`src/rtl/spi_pkg.sv`:
```
// Shared definitions for spi_master: FSM state encoding, command-type codes and frame lengths.
package spi_pkg;

    typedef logic [1:0] cmd_type_t;

    localparam logic [2:0] ST_IDLE  = 3'd0;
    localparam logic [2:0] ST_SHIFT = 3'd1;
    localparam logic [2:0] ST_TURN  = 3'd2;
    localparam logic [2:0] ST_RECV  = 3'd3;
    localparam logic [2:0] ST_GAP   = 3'd4;

    localparam cmd_type_t CMD_WR_ADDR = 2'b00;
    localparam cmd_type_t CMD_WR_DATA = 2'b01;
    localparam cmd_type_t CMD_RD_ADDR = 2'b10;
    localparam cmd_type_t CMD_RD_DATA = 2'b11;

    localparam int unsigned FRAME_OUT_LEN = 10;
    localparam int unsigned FRAME_IN_LEN  = 8;

    // Only read-data commands are followed by a turnaround and a returned byte.
    function automatic logic is_read_data(input cmd_type_t cmd_type);
        return cmd_type == CMD_RD_DATA;
    endfunction

endpackage

```
`src/rtl/spi_master_if.sv`:
```
// Host command/response handshake plus the SPI pins of spi_master, bundled as one interface.
interface spi_master_if;
    import spi_pkg::*;

    logic                     cmd_valid;
    logic [FRAME_OUT_LEN-1:0] cmd_data;
    logic                     cmd_ready;
    logic                     rsp_valid;
    logic [FRAME_IN_LEN-1:0]  rsp_data;
    logic                     busy;
    logic                     SS_n;
    logic                     MOSI;
    logic                     MISO;

    modport master (
        input  cmd_valid, cmd_data, MISO,
        output cmd_ready, rsp_valid, rsp_data, busy, SS_n, MOSI
    );

    modport slave (
        output cmd_valid, cmd_data, MISO,
        input  cmd_ready, rsp_valid, rsp_data, busy, SS_n, MOSI
    );

endinterface

```
`src/rtl/spi_master_shreg.sv`:
```
// 10-bit frame shift register: parallel load, serial out from the MSB, serial in at the LSB.
module spi_master_shreg
    import spi_pkg::*;
(
    input  logic                     clk,
    input  logic                     rst,
    input  logic                     i_load,
    input  logic [FRAME_OUT_LEN-1:0] i_load_data,
    input  logic                     i_shift,
    input  logic                     i_ser_in,
    output logic                     o_ser_out,
    output logic [FRAME_IN_LEN-1:0]  o_byte_next
);

    logic [FRAME_OUT_LEN-1:0] r_data;

    always_ff @(posedge clk) begin
        if (rst) begin
            r_data <= '0;
        end else if (i_load) begin
            r_data <= i_load_data;
        end else if (i_shift) begin
            r_data <= {r_data[FRAME_OUT_LEN-2:0], i_ser_in};
        end
    end

    assign o_ser_out   = r_data[FRAME_OUT_LEN-1];
    // Received byte as it will read once the current shift-in completes.
    assign o_byte_next = {r_data[FRAME_IN_LEN-2:0], i_ser_in};

endmodule

```
`src/rtl/spi_master.sv`:
```
// SPI command master: 10-bit command frame out, optional turnaround plus 8-bit read-back.
// Optional abort input enabled by defining SPI_MASTER_ABORT_EN.
module spi_master
    import spi_pkg::*;
#(
    parameter int unsigned TURNAROUND = 2
) (
    input  logic clk,
    input  logic rst,
`ifdef SPI_MASTER_ABORT_EN
    input  logic abort,
`endif
    spi_master_if.master bus
);

    localparam logic [3:0] OUT_LAST  = 4'(FRAME_OUT_LEN - 1);
    localparam logic [3:0] IN_LAST   = 4'(FRAME_IN_LEN - 1);
    localparam logic [3:0] TURN_LAST = 4'(TURNAROUND - 1);

    logic [2:0]              r_state;
    logic [2:0]              w_state_next;
    logic [3:0]              r_bit_cnt;
    logic [3:0]              w_bit_cnt_next;
    cmd_type_t               r_cmd_type;
    logic                    r_ready_en;
    logic                    r_rsp_valid;
    logic [FRAME_IN_LEN-1:0] r_rsp_data;
    logic                    w_accept;
    logic                    w_load;
    logic                    w_shift;
    logic                    w_rsp_load;
    logic                    w_ser_out;
    logic [FRAME_IN_LEN-1:0] w_byte_next;

    assign w_accept = bus.cmd_valid && bus.cmd_ready;

    // Counter is reloaded with (length-1) on every state entry and leaves the state at zero.
    always_comb begin
        w_state_next   = r_state;
        w_bit_cnt_next = r_bit_cnt;
        w_load         = 1'b0;
        w_shift        = 1'b0;
        w_rsp_load     = 1'b0;
        case (r_state)
            ST_IDLE: begin
                if (w_accept) begin
                    w_state_next   = ST_SHIFT;
                    w_bit_cnt_next = OUT_LAST;
                    w_load         = 1'b1;
                end
            end
            ST_SHIFT: begin
                w_shift = 1'b1;
                if (r_bit_cnt == 4'd0) begin
                    if (is_read_data(r_cmd_type)) begin
                        w_state_next   = ST_TURN;
                        w_bit_cnt_next = TURN_LAST;
                    end else begin
                        w_state_next   = ST_GAP;
                        w_bit_cnt_next = 4'd0;
                    end
                end else begin
                    w_bit_cnt_next = r_bit_cnt - 4'd1;
                end
            end
            ST_TURN: begin
                if (r_bit_cnt == 4'd0) begin
                    w_state_next   = ST_RECV;
                    w_bit_cnt_next = IN_LAST;
                end else begin
                    w_bit_cnt_next = r_bit_cnt - 4'd1;
                end
            end
            ST_RECV: begin
                w_shift = 1'b1;
                if (r_bit_cnt == 4'd0) begin
                    w_state_next   = ST_GAP;
                    w_bit_cnt_next = 4'd0;
                    w_rsp_load     = 1'b1;
                end else begin
                    w_bit_cnt_next = r_bit_cnt - 4'd1;
                end
            end
            ST_GAP: begin
                w_state_next   = ST_IDLE;
                w_bit_cnt_next = 4'd0;
            end
            default: begin
                w_state_next   = ST_IDLE;
                w_bit_cnt_next = 4'd0;
            end
        endcase
`ifdef SPI_MASTER_ABORT_EN
        if (abort && (r_state == ST_SHIFT || r_state == ST_TURN || r_state == ST_RECV)) begin
            w_state_next   = ST_GAP;
            w_bit_cnt_next = 4'd0;
            w_shift        = 1'b0;
            w_rsp_load     = 1'b0;
        end
`endif
    end

    always_ff @(posedge clk) begin
        if (rst) begin
            r_state     <= ST_IDLE;
            r_bit_cnt   <= 4'd0;
            r_cmd_type  <= CMD_WR_ADDR;
            r_ready_en  <= 1'b0;
            r_rsp_valid <= 1'b0;
            r_rsp_data  <= '0;
        end else begin
            r_state     <= w_state_next;
            r_bit_cnt   <= w_bit_cnt_next;
            r_ready_en  <= 1'b1;
            r_rsp_valid <= w_rsp_load;
            if (w_load) begin
                r_cmd_type <= bus.cmd_data[FRAME_OUT_LEN-1 -: 2];
            end
            if (w_rsp_load) begin
                r_rsp_data <= w_byte_next;
            end
        end
    end

    spi_master_shreg u_shreg (
        .clk         (clk),
        .rst         (rst),
        .i_load      (w_load),
        .i_load_data (bus.cmd_data),
        .i_shift     (w_shift),
        .i_ser_in    (bus.MISO),
        .o_ser_out   (w_ser_out),
        .o_byte_next (w_byte_next)
    );

    // r_ready_en keeps cmd_ready low during the first cycle after reset is released.
    assign bus.cmd_ready = (r_state == ST_IDLE) && r_ready_en;
    assign bus.busy      = (r_state != ST_IDLE);
    assign bus.SS_n      = !(r_state == ST_SHIFT || r_state == ST_TURN || r_state == ST_RECV);
    assign bus.MOSI      = (r_state == ST_SHIFT) ? w_ser_out : 1'b0;
    assign bus.rsp_valid = r_rsp_valid;
    assign bus.rsp_data  = r_rsp_data;

endmodule

```
`src/flat_wrapper.sv`:
```
// flat-port wrapper written by rule: the top's interface ports become plain ports
module spi_master_flat import spi_pkg::*;
#(
    parameter int unsigned TURNAROUND = 2
)
  (clk, rst, bus_cmd_valid, bus_cmd_data, bus_MISO, bus_cmd_ready, bus_rsp_valid, bus_rsp_data, bus_busy, bus_SS_n, bus_MOSI);
  spi_master_if bus_i ();
  input  logic clk;
  input  logic rst;
  input wire logic [$bits(bus_i.cmd_valid)-1:0] bus_cmd_valid;
  input wire logic [$bits(bus_i.cmd_data)-1:0] bus_cmd_data;
  input wire logic [$bits(bus_i.MISO)-1:0] bus_MISO;
  output wire logic [$bits(bus_i.cmd_ready)-1:0] bus_cmd_ready;
  output wire logic [$bits(bus_i.rsp_valid)-1:0] bus_rsp_valid;
  output wire logic [$bits(bus_i.rsp_data)-1:0] bus_rsp_data;
  output wire logic [$bits(bus_i.busy)-1:0] bus_busy;
  output wire logic [$bits(bus_i.SS_n)-1:0] bus_SS_n;
  output wire logic [$bits(bus_i.MOSI)-1:0] bus_MOSI;
  assign bus_i.cmd_valid = bus_cmd_valid;
  assign bus_i.cmd_data = bus_cmd_data;
  assign bus_i.MISO = bus_MISO;
  assign bus_cmd_ready = bus_i.cmd_ready;
  assign bus_rsp_valid = bus_i.rsp_valid;
  assign bus_rsp_data = bus_i.rsp_data;
  assign bus_busy = bus_i.busy;
  assign bus_SS_n = bus_i.SS_n;
  assign bus_MOSI = bus_i.MOSI;
  spi_master #(.TURNAROUND(TURNAROUND)) u_core (.clk(clk), .rst(rst), .bus(bus_i));
endmodule
```
`config.mk`:
```
export PLATFORM = sky130hd
export DESIGN_NAME = spi_master_flat
export DESIGN_NICKNAME = d
export VERILOG_FILES = /design/src/rtl/spi_pkg.sv /design/src/rtl/spi_master_if.sv /design/src/rtl/spi_master_shreg.sv /design/src/rtl/spi_master.sv /design/src/flat_wrapper.sv
export SDC_FILE = /design/constraint.sdc
export NUM_CORES = 1
export LEC_CHECK = 0
export ABC_CLOCK_PERIOD_IN_PS = 1400
export CORE_UTILIZATION = 35
export CTS_BUF_LIST = sky130_fd_sc_hd__clkbuf_4 sky130_fd_sc_hd__clkbuf_8
export DETAILED_ROUTE_END_ITERATION = 7
export PLACE_DENSITY = 0.59
export SKIP_CTS_REPAIR_TIMING = 1
export SLEW_MARGIN = 30
export SYNTH_ARGS = -nofsm -noshare
export SYNTH_HDL_FRONTEND = slang
export SYNTH_HIERARCHICAL = 1
export SYNTH_SLANG_ARGS = --single-unit
```
`constraint.sdc`:
```
create_clock -name clk -period 1.4 [get_ports clk]
set_input_delay 0.14 -clock clk [delete_from_list [all_inputs] [get_ports clk]]
set_output_delay 0.14 -clock clk [all_outputs]
set_load 0.01 [all_outputs]
```
# Yosys cells after proc, flatten, opt, wreduce, memory -nomap -nowiden
# Index checks and enable logic that the tools add are counted.
[word_totals] ff_bits=29 latchBits=0 out_inout_bits=13 input_bits=14 memories=0 wordCells=48 ramBits=0 mem_bits_ro=0
[op_classes] eq_ne=8 div_mod_pow=0 shift=0 mul=0 n_lt_le_gt_ge=0 reduce_logical=11 n_bitwise=0 addsub=1 mux=21
[op_table] op="2-to-1 mux 10 bit" count=2
[op_table] op="2-to-1 mux 4 bit" count=4
[op_table] op="one-hot mux 4 bit (4 select lines)" count=1
[op_table] op="2-to-1 mux 3 bit" count=5
[op_table] op="one-hot mux 3 bit (4 select lines)" count=1
[op_table] op="2-to-1 mux 1 bit" count=8
[op_table] op="inequality test 2 x 1 -> 1 bit (second input constant)" count=4
[op_table] op="== test 3 x 2 -> 1 bit (second input constant)" count=2
[op_table] op="logical NOT 4 bit" count=1
[op_table] op="AND reduction 4 bit" count=1
[op_table] op="subtractor 4 x 1 -> 4 bit (second input constant)" count=1
[op_table] op="== test 3 x 1 -> 1 bit (second input constant)" count=1
[op_table] op="logical NOT 3 bit" count=1
[op_table] op="nonzero test 3 bit" count=1
[op_table] op="== test 2 bit (second input constant)" count=1
[op_table] op="logical AND 1 bit" count=2
[op_table] op="logical OR 1 bit" count=2
[op_table] op="nonzero test 2 bit" count=1
[op_table] op="OR reduction 2 bit" count=1
[op_table] op="logical NOT 1 bit" count=1

# Depth between registers and ports, before layout
[depth] ltp_word=6 depth_mapped=7 mapped_depth_nobuf=5

# Hierarchy
# Netlist, hierarchy kept.
[modules_own_cells] module="spi_master" instances=1 seq_area_each_um2=380.4 cells_per_inst=105 area_per_inst_um2=943.4
[modules_own_cells] module="spi_master_shreg" instances=1 seq_area_each_um2=200.2 cells_per_inst=52 area_per_inst_um2=520.5

# Least setup slack after synthesis
# Ideal clock, no wire load.
[synth_timing] path_type="reg-to-reg" from="register u_core.r_state[0]" to="register u_core.u_shreg.r_data[0]" setup_slack_ps=-76 setup_time_ps=134 synth_period_minus_slack_ps=1476 arrival_time_ps=1342 path_stages_with_launch=8 required_ps=1266 n_path_buf=2 cell_sequence="dfxtp_1 buf_6 nor3_2 inv_1 nor2_1 clkbuf_1 nor2b_1 a211oi_1"
[synth_via] elab_chain_len=6
[synth_rtl] item="from (decl)" line="spi_master.sv:20" source="logic [2:0] r_state;"
[synth_rtl] item="from (signal assigned)" line="spi_master.sv:112" source="r_state <= w_state_next;"
[synth_rtl] item="logical NOT 3 bit *" line="spi_master.sv:44, spi_master.sv:137"
[synth_rtl] item="logical AND 1 bit" line="spi_master.sv:137" source="assign bus.cmd_ready = (r_state == ST_IDLE) && r_ready_en;"
[synth_rtl] item="logical AND 1 bit" line="spi_master.sv:35" source="assign w_accept = bus.cmd_valid && bus.cmd_ready;"
[synth_rtl] item="2-to-1 mux 1 bit" line="spi_master.sv:46" source="if (w_accept) begin"
[synth_rtl] item="2-to-1 mux 1 bit *" line="spi_master.sv:44" source="case (r_state)"
[synth_rtl] item="named net u_core.w_load" line="spi_master.sv:29" source="logic w_load;"
[synth_rtl] item="2-to-1 mux 10 bit or nonzero test 2 bit (tied branches)"
[synth_rtl] item="to (signal assigned)" line="spi_master_shreg.sv:21" source="r_data <= i_load_data;"
[synth_rtl] item="to (signal assigned)" line="spi_master_shreg.sv:23" source="r_data <= {r_data[FRAME_OUT_LEN-2:0], i_ser_in};"
[synth_rtl] item="to (decl)" line="spi_master_shreg.sv:15" source="logic [FRAME_OUT_LEN-1:0] r_data;"
# The timed path passes the listed nets; every way through them passes the cells marked *.
# A chain may end at the register's enable or synchronous reset.

# Final worst setup path
[layout_timing] from="register u_core.r_bit_cnt[0]" to="register u_core.r_rsp_data[2] (netlist: u_core/bus.rsp_data[2])"
[layout_via] elab_chain_len=3
[layout_rtl] item="from (decl)" line="spi_master.sv:22" source="logic [3:0] r_bit_cnt;"
[layout_rtl] item="from (signal assigned)" line="spi_master.sv:113" source="r_bit_cnt <= w_bit_cnt_next;"
[layout_rtl] item="logical NOT 4 bit" line="spi_master.sv:76" source="if (r_bit_cnt == 4'd0) begin"
[layout_rtl] item="2-to-1 mux 1 bit" line="spi_master.sv:76"
[layout_rtl] item="2-to-1 mux 1 bit" line="spi_master.sv:44"
[layout_rtl] item="to (signal assigned)" line="spi_master.sv:120" source="r_rsp_data <= w_byte_next;"
[layout_rtl] item="to (decl)" line="spi_master.sv:27" source="logic [FRAME_IN_LEN-1:0] r_rsp_data;"
# No other way between the ends.

==> results.sh <==
export IMPL_required_ps=1560
export IMPL_power_frac_comb_pct=48.4
export IMPL_r2r_start="u_core/r_bit_cnt[0]"
export IMPL_worst_slew_pin_slew_ps=438
export IMPL_clockBufferDepth=2
export IMPL_pwr_share_clk_pct=22.4
export IMPL_firstDrtPassIters=4
export IMPL_finalHoldViolCount=0
export IMPL_multiInputGateArea_um2=796
export IMPL_relSlewSlack_pct=70.8
export IMPL_antenna_found_initial=0
export IMPL_rrSetupSlack_ps=20
export IMPL_drv_cap=0
export IMPL_antenna_cells=0
export IMPL_die_height_um=66.7
export IMPL_grt_max_degree=21
export IMPL_yosys_area_share_simple_pct=18.0
export IMPL_gr_usage_all_layers_pct=16.0
export IMPL_period_needed_ps=1380
export IMPL_synth_common_cells="dfxtp_1 (29), a21oi_1 (11), mux2i_1 (11), nor2b_1 (11)"
export IMPL_yosysMostFrequentCell="dfxtp_1"
export IMPL_fin_crit_sh_pct=98.9
export IMPL_switchingPower_w=0.00142
export IMPL_syn_inst=157
export IMPL_avgViaCountPerCell=5.06
export IMPL_power_density_mw_per_mm2=2010
export IMPL_slew_viol_final=0
export IMPL_hold_path_depth=3
export IMPL_final_setup_viol_count=0
export IMPL_r2r_cells=5
export IMPL_ys_seq_area_share_pct=39.7
export IMPL_cts_tree="built"
export IMPL_synth_xor_area_share_pct=0
export IMPL_regArea_um2=587
export IMPL_synth_top_flop_cell="dfxtp_1"
export IMPL_synth_compound_area_share_pct=20.0
export IMPL_cts_clk_slew_worst_paths_ps=70
export IMPL_fin_worst_skew_ps=6.69
export IMPL_power_total_w=0.00405
export IMPL_grt_pass1_wl_um=5300
export IMPL_r2r_end="u_core/bus.rsp_data[2]"
export IMPL_yosys_area_top_type="dfxtp_1"
export IMPL_finalHoldWorstSlack_ps=470
export IMPL_clk_latency_ps=270
export IMPL_nNetsFinal=206
export IMPL_outcome="finished clean"
export IMPL_p_leak_nw=0.793
export IMPL_synth_top_family_by_area="compound AO/OA/AOI/OAI gates"
export IMPL_fp_row_count=23
export IMPL_cp_endpoint="u_core/bus.rsp_data[2]"
export IMPL_synth_fp_nets=173
export IMPL_syn_avg_cell_area_um2=9.32
export IMPL_grt_overflow=0
export IMPL_netlist_area_leader_share_pct=39.7
export IMPL_cts_htree_levels=2
export IMPL_fp_dieW_um=66.7
export IMPL_crit_path_max_fanout=5
export IMPL_cts_sinks=29
export IMPL_yosys_warnings=6
export IMPL_yosys_mux_area_fraction_pct=8.29
export IMPL_synth_fa_ha_area_share_pct=1.71
export IMPL_drive_above_1_share_pct=28.3
export IMPL_drt_initial_drc_count=29
export IMPL_cp_arrival_ps=1540
export IMPL_gp_congestion=0.868
export IMPL_seq_power_share_pct=29.2
export IMPL_initial_core_util_pct=36.6
export IMPL_critical_path_endpoint_type="flip-flop"
export IMPL_cts_root_buffer="clkbuf_8"
export IMPL_wl_per_cell_um=14.1
export IMPL_grt_pass1_vias=1193
export IMPL_intPower_w=0.00264
export IMPL_via_count=1220
export IMPL_rsz0062_at_grt="true"
export IMPL_syn_cell_area_mm2=0.00146
export IMPL_synth_seq_cells=29
export IMPL_post_synth_num_cell_types=39
export IMPL_fmax_mhz=723
export IMPL_synth_async_sr_flop_share_pct=0
export IMPL_io_pins=27
export IMPL_dp_hpwl_um=2270
export IMPL_syn_to_final_growth_pct=37.7
export IMPL_worst_setup_path_type="reg2reg"
export IMPL_ir_worst_vdd_mv=1.21
export IMPL_p_sw_share_pct=34.9
export IMPL_synth_edf_count=0
export IMPL_yosys_top_cells_area="dfxtp_1 (40%), mux2i_1 (7.5%), a211oi_1 (5.1%), nor2b_1 (4.7%), buf_4 (4.6%)"
export IMPL_worstSetupStartpoint="u_core/r_bit_cnt[0]"
export IMPL_routed_wl_um=3400
export IMPL_crit_path_start_kind="flip-flop"
export IMPL_coreArea_mm2=0.00400
export IMPL_num_fill_cells=362
export IMPL_ant_nets=0
export IMPL_die_area_mm2=0.00444
export IMPL_drc_errors=0
export IMPL_hold_path_class="in2reg"
export IMPL_io_buffers=26
export IMPL_cts_buffers=5
-- cell families after synthesis --
kind of cell / count (synthesis)
buffers and inverters: 28
muxes: 12
adders and majority gates: 2
AOI/OAI and AO/OA: 42
DFF: 29
and+or+nand+nor: 44
-- stage by stage --
| step | area [um^2] | TNS [ps] | worst slack [ps] | utilization, % | cells |
|---|---|---|---|---|---|
| detailed placement | 1780 | -1510 | -108 | 44.6 | 231 |
| floorplan | 1480 | 0 | 16.0 | - | 157 |
| global placement | 1780 | -1190 | -84.3 | 44.6 | 231 |
| CTS | 1900 | -2160 | -347 | 47.6 | 239 |
| finish | 2020 | 0 | 16.0 | 50.4 | 241 |
| global route | 2020 | -219 | -39.5 | 50.4 | 241 |
-- state kept, by name, indices dropped and copies added (netlist names) --
register,count
u_core/u_shreg/r_data,10
u_core/bus.rsp_data,8
u_core/r_bit_cnt,4
u_core/r_state,3
u_core/r_cmd_type,2
u_core/bus.rsp_valid,1
u_core/r_ready_en,1
-- layout by cell type, fill, tap and decap left out, drive strengths merged, types with 2 or more instances in the layout --
cell,netlist,final
dfxtp,29,29
clkdlybuf4s50,0,22
buf,18,19
a21oi,12,12
mux2i,11,11
nor2b,11,11
a211oi,10,10
o21ai,10,10
nand3,9,9
inv,7,8
clkbuf,2,7
dlymetal6s2s,0,4
nand2,4,4
nor2,4,4
nor3,4,4
and3b,3,3
or3b,1,2
o211ai,2,2
nand4,2,2
ha,2,2
-- critical path: stages, from the launching register on --
cell and delay, ps:
dfxtp_2 320, inv_2 80, ha_4 180, or3b_4 430, o21ai_0 170, a21oi_1 90
-- worst min-delay path by stage --
stage	from	slack, ps	endpoint
floorplan	bus_cmd_data[8]	290	u_core/r_cmd_type[0]
global placement	u_core/r_cmd_type[1]	460	u_core/r_cmd_type[1]
detailed placement	u_core/r_cmd_type[1]	470	u_core/r_cmd_type[1]
CTS	bus_cmd_data[4]	460	u_core/u_shreg/r_data[4]
global route	bus_cmd_data[5]	490	u_core/u_shreg/r_data[5]
finish	bus_cmd_data[4]	470	u_core/u_shreg/r_data[4]
-- per-layer routing --
layer	GRT usage [%]	up-vias	routed length, um
met4	5.59	0	23
met3	4.62	2	141
met5	0	-	0
li1	-	619	-
met1	19.5	571	1620
met2	26.6	28	1620
-- power by group through the flow --
| stage | logic (W) | clock network, W | registers, W |
|---|---|---|---|
| 3_3_place_gp | 0.00159 | 0 | 0.00114 |
| 5_1_grt | 0.00212 | 0.000971 | 0.00120 |
| 3_5_place_dp | 0.00160 | 0 | 0.00115 |
| 6_report | 0.00196 | 0.000909 | 0.00118 |
| 2_1_floorplan | 0.00124 | 0 | 0.00109 |
| 4_1_cts | 0.00162 | 0.000929 | 0.00113 |
-- area by class of cell --
type	instances	area share, %
Clock buffer	7	4.47
Tap cell	50	3.10
Timing Repair Buffer	45	20.7
Inverter	8	1.61
Clock inverter	1	1.49
Sequential cell	29	29.1
Multi-Input combinational cell	101	39.5
(Power assumes the default switching activity.)
